<file path="config.mk">
export PLATFORM = sky130hd
export DESIGN_NAME = instr_prefetch_buffer
export DESIGN_NICKNAME = d
export VERILOG_FILES = /design/src/rtl/fetch_pkg.sv /design/src/rtl/fetch_fifo.sv /design/src/rtl/instr_prefetch_buffer.sv
export SDC_FILE = /design/constraint.sdc
export NUM_CORES = 1
export LEC_CHECK = 0
export ABC_AREA = 1
export CAP_MARGIN = 20
export CORE_UTILIZATION = 40
export DETAILED_ROUTE_END_ITERATION = 16
export GPL_TIMING_DRIVEN = 0
export PLACE_DENSITY_LB_ADDON = 0.08
export SYNTH_ARGS = -nofsm -noshare
export SYNTH_HDL_FRONTEND = slang
export SYNTH_HIERARCHICAL = 1
export SYNTH_SLANG_ARGS = --single-unit
</file>
<file path="constraint.sdc">
create_clock -name clk -period 3.9 [get_ports clk]
set_clock_uncertainty 0.15 [all_clocks]
set_input_delay 1.17 -clock clk [delete_from_list [all_inputs] [get_ports clk]]
set_output_delay 1.17 -clock clk [all_outputs]
set_load 0.01 [all_outputs]
</file>
<file path="src/rtl/fetch_pkg.sv">
// fetch_pkg: shared types and helpers for the instruction prefetch buffer.
package fetch_pkg;
  localparam int INSTR_W = 32;
  typedef struct packed {
    logic [INSTR_W-1:0] data;
    logic               err;
  } fetch_entry_t;
  function automatic logic is_compressed(input logic [1:0] lo);
    return lo != 2'b11;
  endfunction
endpackage

</file>
<file path="src/rtl/fetch_fifo.sv">
// fetch_fifo: circular word FIFO exposing the two oldest entries to the aligner.
module fetch_fifo
  import fetch_pkg::*;
#(
  parameter int DEPTH = 3,
  localparam int PW = $clog2(DEPTH),
  localparam int CW = $clog2(DEPTH + 1)
) (
  input  logic             clk,
  input  logic             rstn,
  input  logic             clear_i,
  input  logic             push_i,
  input  logic             pop_i,
  input  logic [INSTR_W:0] push_data_i,
  output logic [INSTR_W:0] entry0_o,
  output logic [16:0]      entry1_o,
  output logic [CW-1:0]    count_o
);
  fetch_entry_t  mem_q [DEPTH];
  logic [PW-1:0] rd_q, wr_q, rd_nxt;
  logic [CW-1:0] cnt_q;
  function automatic logic [PW-1:0] inc(input logic [PW-1:0] p);
    return p == PW'(DEPTH - 1) ? '0 : p + 1'b1;
  endfunction
  assign rd_nxt   = inc(rd_q);
  assign entry0_o = mem_q[rd_q];
  assign entry1_o = {mem_q[rd_nxt].data[15:0], mem_q[rd_nxt].err};
  assign count_o  = cnt_q;
  always_ff @(posedge clk or negedge rstn)
    if (!rstn) begin
      rd_q  <= '0;
      wr_q  <= '0;
      cnt_q <= '0;
    end else if (clear_i) begin
      rd_q  <= '0;
      wr_q  <= '0;
      cnt_q <= '0;
    end else begin
      rd_q  <= pop_i ? rd_nxt : rd_q;
      wr_q  <= push_i ? inc(wr_q) : wr_q;
      cnt_q <= cnt_q + CW'(push_i) - CW'(pop_i);
    end
  // A pop and push on a full FIFO reuse the slot just vacated by the pop.
  always_ff @(posedge clk)
    if (push_i && !clear_i) mem_q[wr_q] <= push_data_i;
endmodule

</file>
<file path="src/rtl/instr_prefetch_buffer.sv">
// instr_prefetch_buffer: pipelined word fetcher with FIFO and 16/32-bit aligner,
// supporting redirects that drop in-flight responses.
module instr_prefetch_buffer
  import fetch_pkg::*;
#(
  parameter logic [31:0] PC_RESET        = 32'h0,
  parameter int          DEPTH           = 3,
  parameter int          MAX_OUTSTANDING = 2
) (
  input  logic        clk,
  input  logic        rstn,
  output logic        req_o,
  output logic [31:0] addr_o,
  input  logic        gnt_i,
  input  logic        rvalid_i,
  input  logic [31:0] rdata_i,
  input  logic        err_i,
  input  logic        flush_i,
  input  logic [31:0] flush_pc_i,
  output logic        out_valid_o,
  input  logic        out_ready_i,
  output logic [31:0] out_instr_o,
  output logic [31:0] out_pc_o,
  output logic        out_compressed_o,
  output logic        out_err_o
);
  localparam int OW = $clog2(MAX_OUTSTANDING + 1);
  localparam int CW = $clog2(DEPTH + 1);
  logic [31:0]   fetch_addr_q, fetch_addr_d, pc_q, pc_d, stale_addr_q, stale_addr_d;
  logic [OW-1:0] outst_q, outst_d, disc_q, disc_d;
  logic          stale_q, stale_d, run_q;
  logic [CW-1:0] occ;
  fetch_entry_t  e0;
  logic [15:0]   e1_lo, lo;
  logic          e1_err, hi, comp, grant, fire, push, pop;

  fetch_fifo #(.DEPTH(DEPTH)) u_fifo (
    .clk(clk), .rstn(rstn), .clear_i(flush_i), .push_i(push), .pop_i(pop),
    .push_data_i({rdata_i, err_i}), .entry0_o(e0), .entry1_o({e1_lo, e1_err}),
    .count_o(occ)
  );

  assign hi               = pc_q[1];
  assign lo               = hi ? e0.data[31:16] : e0.data[15:0];
  assign comp             = is_compressed(lo[1:0]);
  assign out_valid_o      = occ != '0 && (comp || !hi || occ > CW'(1));
  assign out_instr_o      = !out_valid_o ? '0 : comp ? {16'h0, lo} : hi ? {e1_lo, lo} : e0.data;
  assign out_compressed_o = out_valid_o & comp;
  assign out_err_o        = out_valid_o & (e0.err | (hi & ~comp & e1_err));
  assign out_pc_o         = pc_q;
  // A request caught by a redirect before its grant stays on the bus with its old address.
  assign req_o  = run_q & (stale_q | (32'(outst_q) < MAX_OUTSTANDING && 32'(outst_q) + 32'(occ) < DEPTH));
  assign addr_o = stale_q ? stale_addr_q : fetch_addr_q;
  assign grant  = req_o & gnt_i;
  assign fire   = out_valid_o & out_ready_i & ~flush_i;
  assign pop    = fire & (hi | ~comp);
  assign push   = rvalid_i & disc_q == '0 & ~flush_i;

  always_comb begin
    outst_d      = outst_q + OW'(grant) - OW'(rvalid_i);
    disc_d       = flush_i ? outst_d : disc_q - OW'(rvalid_i && disc_q != '0) + OW'(grant && stale_q);
    stale_d      = req_o & ~gnt_i & (flush_i | stale_q);
    stale_addr_d = stale_q ? stale_addr_q : fetch_addr_q;
    fetch_addr_d = flush_i ? flush_pc_i & ~32'd3 : fetch_addr_q + (grant && !stale_q ? 32'd4 : 32'd0);
    pc_d         = flush_i ? flush_pc_i & ~32'd1 : pc_q + (fire ? (comp ? 32'd2 : 32'd4) : 32'd0);
  end

  always_ff @(posedge clk or negedge rstn)
    if (!rstn) begin
      run_q        <= 1'b0;
      fetch_addr_q <= PC_RESET & ~32'd3;
      pc_q         <= PC_RESET;
      stale_addr_q <= '0;
      stale_q      <= 1'b0;
      outst_q      <= '0;
      disc_q       <= '0;
    end else begin
      run_q        <= 1'b1;
      fetch_addr_q <= fetch_addr_d;
      pc_q         <= pc_d;
      stale_addr_q <= stale_addr_d;
      stale_q      <= stale_d;
      outst_q      <= outst_d;
      disc_q       <= disc_d;
    end

  a_no_orphan_rvalid: assert property (@(posedge clk) disable iff (!rstn) !(rvalid_i && outst_q == '0));
endmodule

</file>
Yosys cells after proc, flatten, opt, wreduce, memory -nomap -nowiden
Memories as Yosys holds them, arrays and structs flattened.
Index checks and enable logic that the tools add are counted.
{"block": "word_totals", "register_bits": 108, "wordCells": 84, "input_bits": 71, "ram_bits": 99, "memories": 1, "output_inout_bits": 100}
{"block": "classes", "mux": 20, "n_eq_ne": 3, "n_bitwise": 20, "addsub": 11, "n_reduce_logical": 16, "magnitude_cmp": 3}
{"memory": "u_fifo.mem_q", "words": 3, "word_bits": 33, "rd": 2, "rd_clocked_by_memory_dff": 0, "write_ports": 1, "line_no": "fetch_fifo.sv:19", "source": "fetch_entry_t mem_q [DEPTH];"}
{"operator": "$mux 32", "count": 6}
{"operator": "$add 32x3->32", "count": 2}
{"operator": "$mux 16", "count": 1}
{"operator": "$mux 2", "count": 8}
{"operator": "$and 1x1->1", "count": 13}
{"operator": "$mux 3", "count": 3}
{"operator": "$reduce_bool 2->1", "count": 4}
{"operator": "$add 2x1->2", "count": 3}
{"operator": "$logic_and 1x1->1", "count": 6}
{"operator": "$sub 2x1->2", "count": 3}
{"operator": "$add 2x1->2 const B", "count": 2}
{"operator": "$eq 2x2->1 const B", "count": 2}
{"operator": "$or 1x1->1", "count": 4}
{"operator": "$add 2x2->3", "count": 1}
{"operator": "$logic_not 1->1", "count": 3}
{"operator": "$lt 3x2->1 const B", "count": 1}
{"operator": "$not 1->1", "count": 3}
{"operator": "$gt 2x1->1 const B", "count": 1}
{"operator": "$logic_not 2->1", "count": 1}
{"operator": "$logic_or 1x1->1", "count": 2}
{"operator": "$lt 2x2->1 const B", "count": 1}
{"operator": "$mux 1", "count": 2}
{"operator": "$ne 2x2->1 const B", "count": 1}

Logic depth before layout (Yosys ltp)
An unclocked memory read counts as a cell.
{"block": "depth", "word_depth": 11, "mapped_depth": 23, "ltp_nobuf": 22}

By module
The synthesis kept the hierarchy.
{"mod": "instr_prefetch_buffer", "cells_each": 879, "area_each_um2": 6019.5, "instances": 1, "seq_area_each_um2": 2477.4}
{"mod": "fetch_fifo", "cells_each": 358, "area_each_um2": 4182.8, "instances": 1, "seq_area_each_um2": 3123.0}

Worst setup path after synthesis
OpenSTA, ideal clock, no wires.
{"block": "synth_timing", "kind": "input-to-reg", "from": "input flush_i", "to": "memory u_fifo/mem_q[2][0] in the netlist's numbering (enable)", "t_required_ps": 3286, "path_buffers": 2, "arrival_time_ps": 4410, "setup_time_ps": 464, "stages": 5, "path_slack_ps": -1125, "cell_sequence": "clkbuf_1 > clkbuf_1 > nor4_1 > nand2_1 > nor3_1"}
{"block": "synth_between", "elab_chain_cells": 5, "elab_cells_between_ends": 6, "cone_classes": "mux (2); bitwise (2); reduce/logical (2)"}
{"element": "start: declaration", "line_no": "instr_prefetch_buffer.sv:18", "source": "input logic flush_i,"}
{"element": "$not 1->1", "line_no": "instr_prefetch_buffer.sv:57", "source": "assign push = rvalid_i & disc_q == '0 & ~flush_i;"}
{"element": "$and 1x1->1", "line_no": "instr_prefetch_buffer.sv:57"}
{"element": "named net push", "line_no": "instr_prefetch_buffer.sv:35", "source": "logic e1_err, hi, comp, grant, fire, push, pop;"}
{"element": "$logic_and 1x1->1", "line_no": "fetch_fifo.sv:45", "source": "if (push_i && !clear_i) mem_q[wr_q] <= push_data_i;"}
{"element": "$mux 1", "line_no": "fetch_fifo.sv:45"}
{"element": "$mux 1 (not written as such)", "line_no": "fetch_fifo.sv:45"}
{"element": "end: declaration", "line_no": "fetch_fifo.sv:19"}
The timed path passes the listed nets, and every way through them passes these cells.

==> Implementation_results.wiki <==
{| class="wikitable"
! Metric !! Value
|-
| Result of the run || finished, violations left
|-
| Violated checks || DRC
|-
| Cell mode on critical path || sky130_fd_sc_hd__nand2_2
|-
| GRT Overall Usage || 24.0%
|-
| Clock tree from TritonCTS || built
|-
| Max clock buf depth || 3
|-
| Remaining antenna violation count after routing || 0
|-
| Synthesized cell area || 10200 µm²
|-
| Total wire length after detailed routing || 31.0 mm
|-
| Flip-flop and latch count after synthesis || 204
|-
| Least-Margin Pin Slew || 0.758 ns
|-
| Top-Level Pins || 171
|-
| Ordered list of cells on the worst path || buf_6 > nor2_4 > buf_6 > nand2_2 > nand3_2 > nand2_2 > nand2_2 > nand2_4 > nor2_4 > nand2_2 > nand2_4 > inv_4 > nand2_8 > buf_8 > nor2_2 > buf_2
|-
| Data required time at the worst endpoint || 2.58 ns
|-
| Seq/Total Area, Yosys || 54.9%
|-
| Detailed-route DRC error count || 1
|-
| Pin count of the biggest net entering global routing || 70
|-
| Fraction of final layout cells with drive strength greater than 1 || 10.7%
|-
| Placed wire-length estimate after detailed placement || 22.7 mm
|-
| CTS clock-pin slew for the worst setup and hold paths || 0.06 ns
|-
| R2r setup slk || 0.49 ns
|-
| Number of hold violations in the final report || 0
|-
| Wire length of the first global-routing pass || 47.7 mm
|-
| Arrival time at the worst endpoint || 2.51 ns
|-
| Area taken by flip-flops and latches || 5600 µm²
|-
| DP Area || 12400 µm²
|-
| Synthesized instance count || 1237
|-
| Dominant synthesized flop cell || sky130_fd_sc_hd__dfrtp_1
|-
| Tightest Hold Check Type || reg2reg
|-
| # nets final || 1549
|-
| Instance count after placement with tap cells included || 1740
|-
| Worst-path cell with the longest stage delay || sky130_fd_sc_hd__dfrtp_1
|-
| Tmin final || 3.83 ns
|-
| TritonCTS Sinks || 204
|-
| Routed vias || 8992
|-
| Vias/cell || 4.96
|-
| Number of antenna repair diodes || 0
|-
| Upper clock frequency limit || 261 MHz
|-
| WL per Instance || 17.1 µm
|-
| Port Buf Inserts || 168
|-
| Number of rows created at floorplan || 58
|-
| Area of combinational cells with multiple inputs || 4220 µm²
|-
| Starting DRT DRC Count || 801
|-
| Startpoint type of the worst setup path || flop
|-
| Number of warnings reported in the yosys synthesis log || 6
|-
| Die width || 162 µm
|-
| Proportion of register bits with asynchronous set or reset after synthesis || 51.5%
|-
| Endpoints failing setup || 0
|-
| Congestion Overflow GR || 0
|-
| RSZ-0062 raised after global routing || true
|-
| Worst IR drop on VDD || 0.272 mV
|-
| Clock buffer count from CTS || 23
|-
| DP Worst Slack || -0.495 ns
|-
| Layout Cell Area excl Fill || 13500 µm²
|-
| Post-synth EDFFs || 99
|-
| Clock Tree Root || sky130_fd_sc_hd__clkbuf_16
|-
| Number of distinct library cells after synthesis || 39
|-
| Die Area || 26100 µm²
|-
| Nature of the critical path endpoint || output pin
|-
| Number of fillers in the final layout || 2394
|-
| Post-route clock period utilization || 98.2%
|-
| Synth Area per Inst || 8.25 µm²
|-
| Signed area change from the synthesized netlist to the final layout || 32.3%
|-
| Core area || 25100 µm²
|-
| Syn nets || 1321
|-
| CP Class || reg2out
|-
| Layout Utilization || 53.8%
|-
| H-Tree Depth || 1
|-
| Final Wtd Congestion || 0.910
|-
| Slew Limit Headroom || 49.5%
|-
| Starting utilization of the core area || 40.6%
|-
| Total leakage power || 5.86 nW
|-
| Hold buffer count at cts || 0
|-
| Layout Cells excl Fill || 1812
|-
| Maximum Capacitance Violations || 0
|-
| Max Slew Vio Count || 0
|-
| Vias in the first global route || 8443
|-
| CP max stage delay || 0.37 ns
|-
| Power density over the cells || 436 nW/µm²
|-
| Insertion delay of the later-clocked pin in the worst-skew pair || 0.52 ns
|-
| Worst-path fanout max || 8
|-
| Detailed-routing iteration count for the pre-antenna-repair pass || 13
|-
| Die height || 162 µm
|-
| Antenna violations before repair || 0
|-
| Post-layout worst setup margin || 0.0689 ns
|}
==> placed cells by master (no fill, tap or decap), types with 3 or more instances in the layout <==
master                            count
sky130_fd_sc_hd__buf_12               4
sky130_fd_sc_hd__clkdlybuf4s50_1    131
sky130_fd_sc_hd__clkdlybuf4s15_1      7
sky130_fd_sc_hd__xor2_1              10
sky130_fd_sc_hd__a21oi_1             24
sky130_fd_sc_hd__buf_8                3
sky130_fd_sc_hd__nand2_1            515
sky130_fd_sc_hd__edfxtp_1            99
sky130_fd_sc_hd__nand3_1             86
sky130_fd_sc_hd__nand2_4              4
sky130_fd_sc_hd__inv_1               80
sky130_fd_sc_hd__xnor2_1              3
sky130_fd_sc_hd__buf_2               21
sky130_fd_sc_hd__buf_6               10
sky130_fd_sc_hd__dlygate4sd2_1        7
sky130_fd_sc_hd__nand2_2             10
sky130_fd_sc_hd__buf_4               29
sky130_fd_sc_hd__nor2_4               8
sky130_fd_sc_hd__clkbuf_16           23
sky130_fd_sc_hd__nand3_2              4
sky130_fd_sc_hd__clkbuf_1            29
sky130_fd_sc_hd__o22ai_1              3
sky130_fd_sc_hd__o21ai_0             55
sky130_fd_sc_hd__clkinv_1             4
sky130_fd_sc_hd__clkbuf_2             6
sky130_fd_sc_hd__a21oi_2              5
sky130_fd_sc_hd__dfrtp_1            105
sky130_fd_sc_hd__nor2_2              13
sky130_fd_sc_hd__mux2i_1             16
sky130_fd_sc_hd__nor2_1             111
sky130_fd_sc_hd__nand3b_1            10
sky130_fd_sc_hd__ha_1                11
==> synth_stat cells, types with 2 or more instances <==
| library cell | number | area (µm²) |
|---|---|---|
| sky130_fd_sc_hd__nand3b_1 | 10 | 75.1 |
| sky130_fd_sc_hd__nand2_2 | 6 | 37.5 |
| sky130_fd_sc_hd__xor2_1 | 10 | 87.6 |
| sky130_fd_sc_hd__edfxtp_1 | 99 | 2970 |
| sky130_fd_sc_hd__nand2_4 | 3 | 33.8 |
| sky130_fd_sc_hd__clkbuf_1 | 23 | 86.3 |
| sky130_fd_sc_hd__dfrtp_1 | 105 | 2630 |
| sky130_fd_sc_hd__ha_1 | 11 | 138 |
| sky130_fd_sc_hd__inv_2 | 2 | 7.51 |
| sky130_fd_sc_hd__mux2i_1 | 16 | 160 |
| sky130_fd_sc_hd__inv_1 | 80 | 300 |
| sky130_fd_sc_hd__nor2_1 | 116 | 435 |
| sky130_fd_sc_hd__nor2_2 | 14 | 87.6 |
| sky130_fd_sc_hd__o21bai_1 | 2 | 15.0 |
| sky130_fd_sc_hd__nand2_1 | 521 | 1960 |
| sky130_fd_sc_hd__buf_1 | 3 | 11.3 |
| sky130_fd_sc_hd__o21ai_1 | 2 | 10.0 |
| sky130_fd_sc_hd__o22ai_1 | 3 | 18.8 |
| sky130_fd_sc_hd__xnor2_1 | 3 | 26.3 |
| sky130_fd_sc_hd__nor2_4 | 2 | 22.5 |
| sky130_fd_sc_hd__fa_1 | 2 | 40.0 |
| sky130_fd_sc_hd__conb_1 | 2 | 7.51 |
| sky130_fd_sc_hd__buf_2 | 14 | 70.1 |
| sky130_fd_sc_hd__a21oi_1 | 29 | 145 |
| sky130_fd_sc_hd__o21ai_0 | 55 | 275 |
| sky130_fd_sc_hd__nand3_1 | 91 | 455 |
==> routing by layer <==
metal	track usage, %	routed length, µm
met5	0	0
met1	36.0	14800
met4	5.27	499
met3	4.47	2230
met2	36.1	13400
==> registers in the layout (all words and copies together), names as in the netlist, 2 cells and up <==
name	cells
disc_q	2
fetch_addr_q	30
out_pc_o	31
outst_q	2
stale_addr_q	32
u_fifo/count_o	2
u_fifo/mem_q	99
u_fifo/rd_q	2
u_fifo/wr_q	2
==> logic make-up (layout without fill, tap and decap cells) <==
logic type,after synthesis,in the layout,share of synthesized area [%]
flip-flops,204,204,54.9
XOR/XNOR,13,13,1.12
AO/OA/AOI/OAI,94,94,4.76
buffers and inverters,127,372,5.14
adder cells (fa/ha/maj),13,13,1.74
multiplexers,16,16,1.57
other,2,2,0.0736
AND/OR/NAND/NOR,768,768,30.7
==> worst paths after layout <==
| path | from | end | depth (start not counted) |
|---|---|---|---|
| max | u_fifo/rd_q[1]$_DFFE_PN0P_ | out_instr_o[29] | 16 |
| min | stale_addr_q[1]$_DFF_PN0_ | stale_addr_q[1]$_DFF_PN0_ | 2 |
| max reg2reg | u_fifo/rd_q[1]$_DFFE_PN0P_ | out_pc_o[31]$_DFF_PN0_ | 23 |
| min reg2reg | stale_addr_q[1]$_DFF_PN0_ | stale_addr_q[1]$_DFF_PN0_ | 2 |
| max in group asynchronous | rstn | fetch_addr_q[30]$_DFF_PN0_ | 2 |
| min in group asynchronous | rstn | stale_addr_q[2]$_DFF_PN0_ | 1 |
==> area by class of cell <==
type,count,share of cell area [%]
flip-flops and latches,204,41.5
multi-input cells,906,31.3
repair buffers,205,14.7
clock buffers,32,4.59
well taps,330,3.06
inverters,84,2.41
plain buffers,41,1.71
clock inverters,10,0.769
==> repair_timing <==
item,CTS,global route
setup buffers,21,11
pin swaps,7,15
setup endpoints to repair,35,108
cloned,1,0
gates resized for setup,114,42
==> metrics by stage <==
stage / setup TNS [ns] / power (mW) / hold WS (ns)
4_1_cts: 0 / 5.90 / 0.312
6_report: 0 / 5.88 / 0.317
3_3_place_gp: -521.11 / 3.73 / 0.295
3_5_place_dp: -42.26 / 3.75 / 0.296
2_1_floorplan: -20.03 / 3.16 / 0.337
5_1_grt: -0.301 / 6.15 / 0.327
==> critical path: cells and delay by family, from the launching register on <==
kind | cells | cell delay [ns]
and+or+nand+nor | 11 | 0.98
DFF | 1 | 0.37
buffers and inverters | 5 | 0.62
==> where the power goes <==
group	switching (mW)	total [mW]	internal, mW
sequential	0.129	2.56	2.43
clock	0.862	2.10	1.24
combinational	0.679	1.22	0.542
Note: power is estimated with default switching activity, not from simulation.
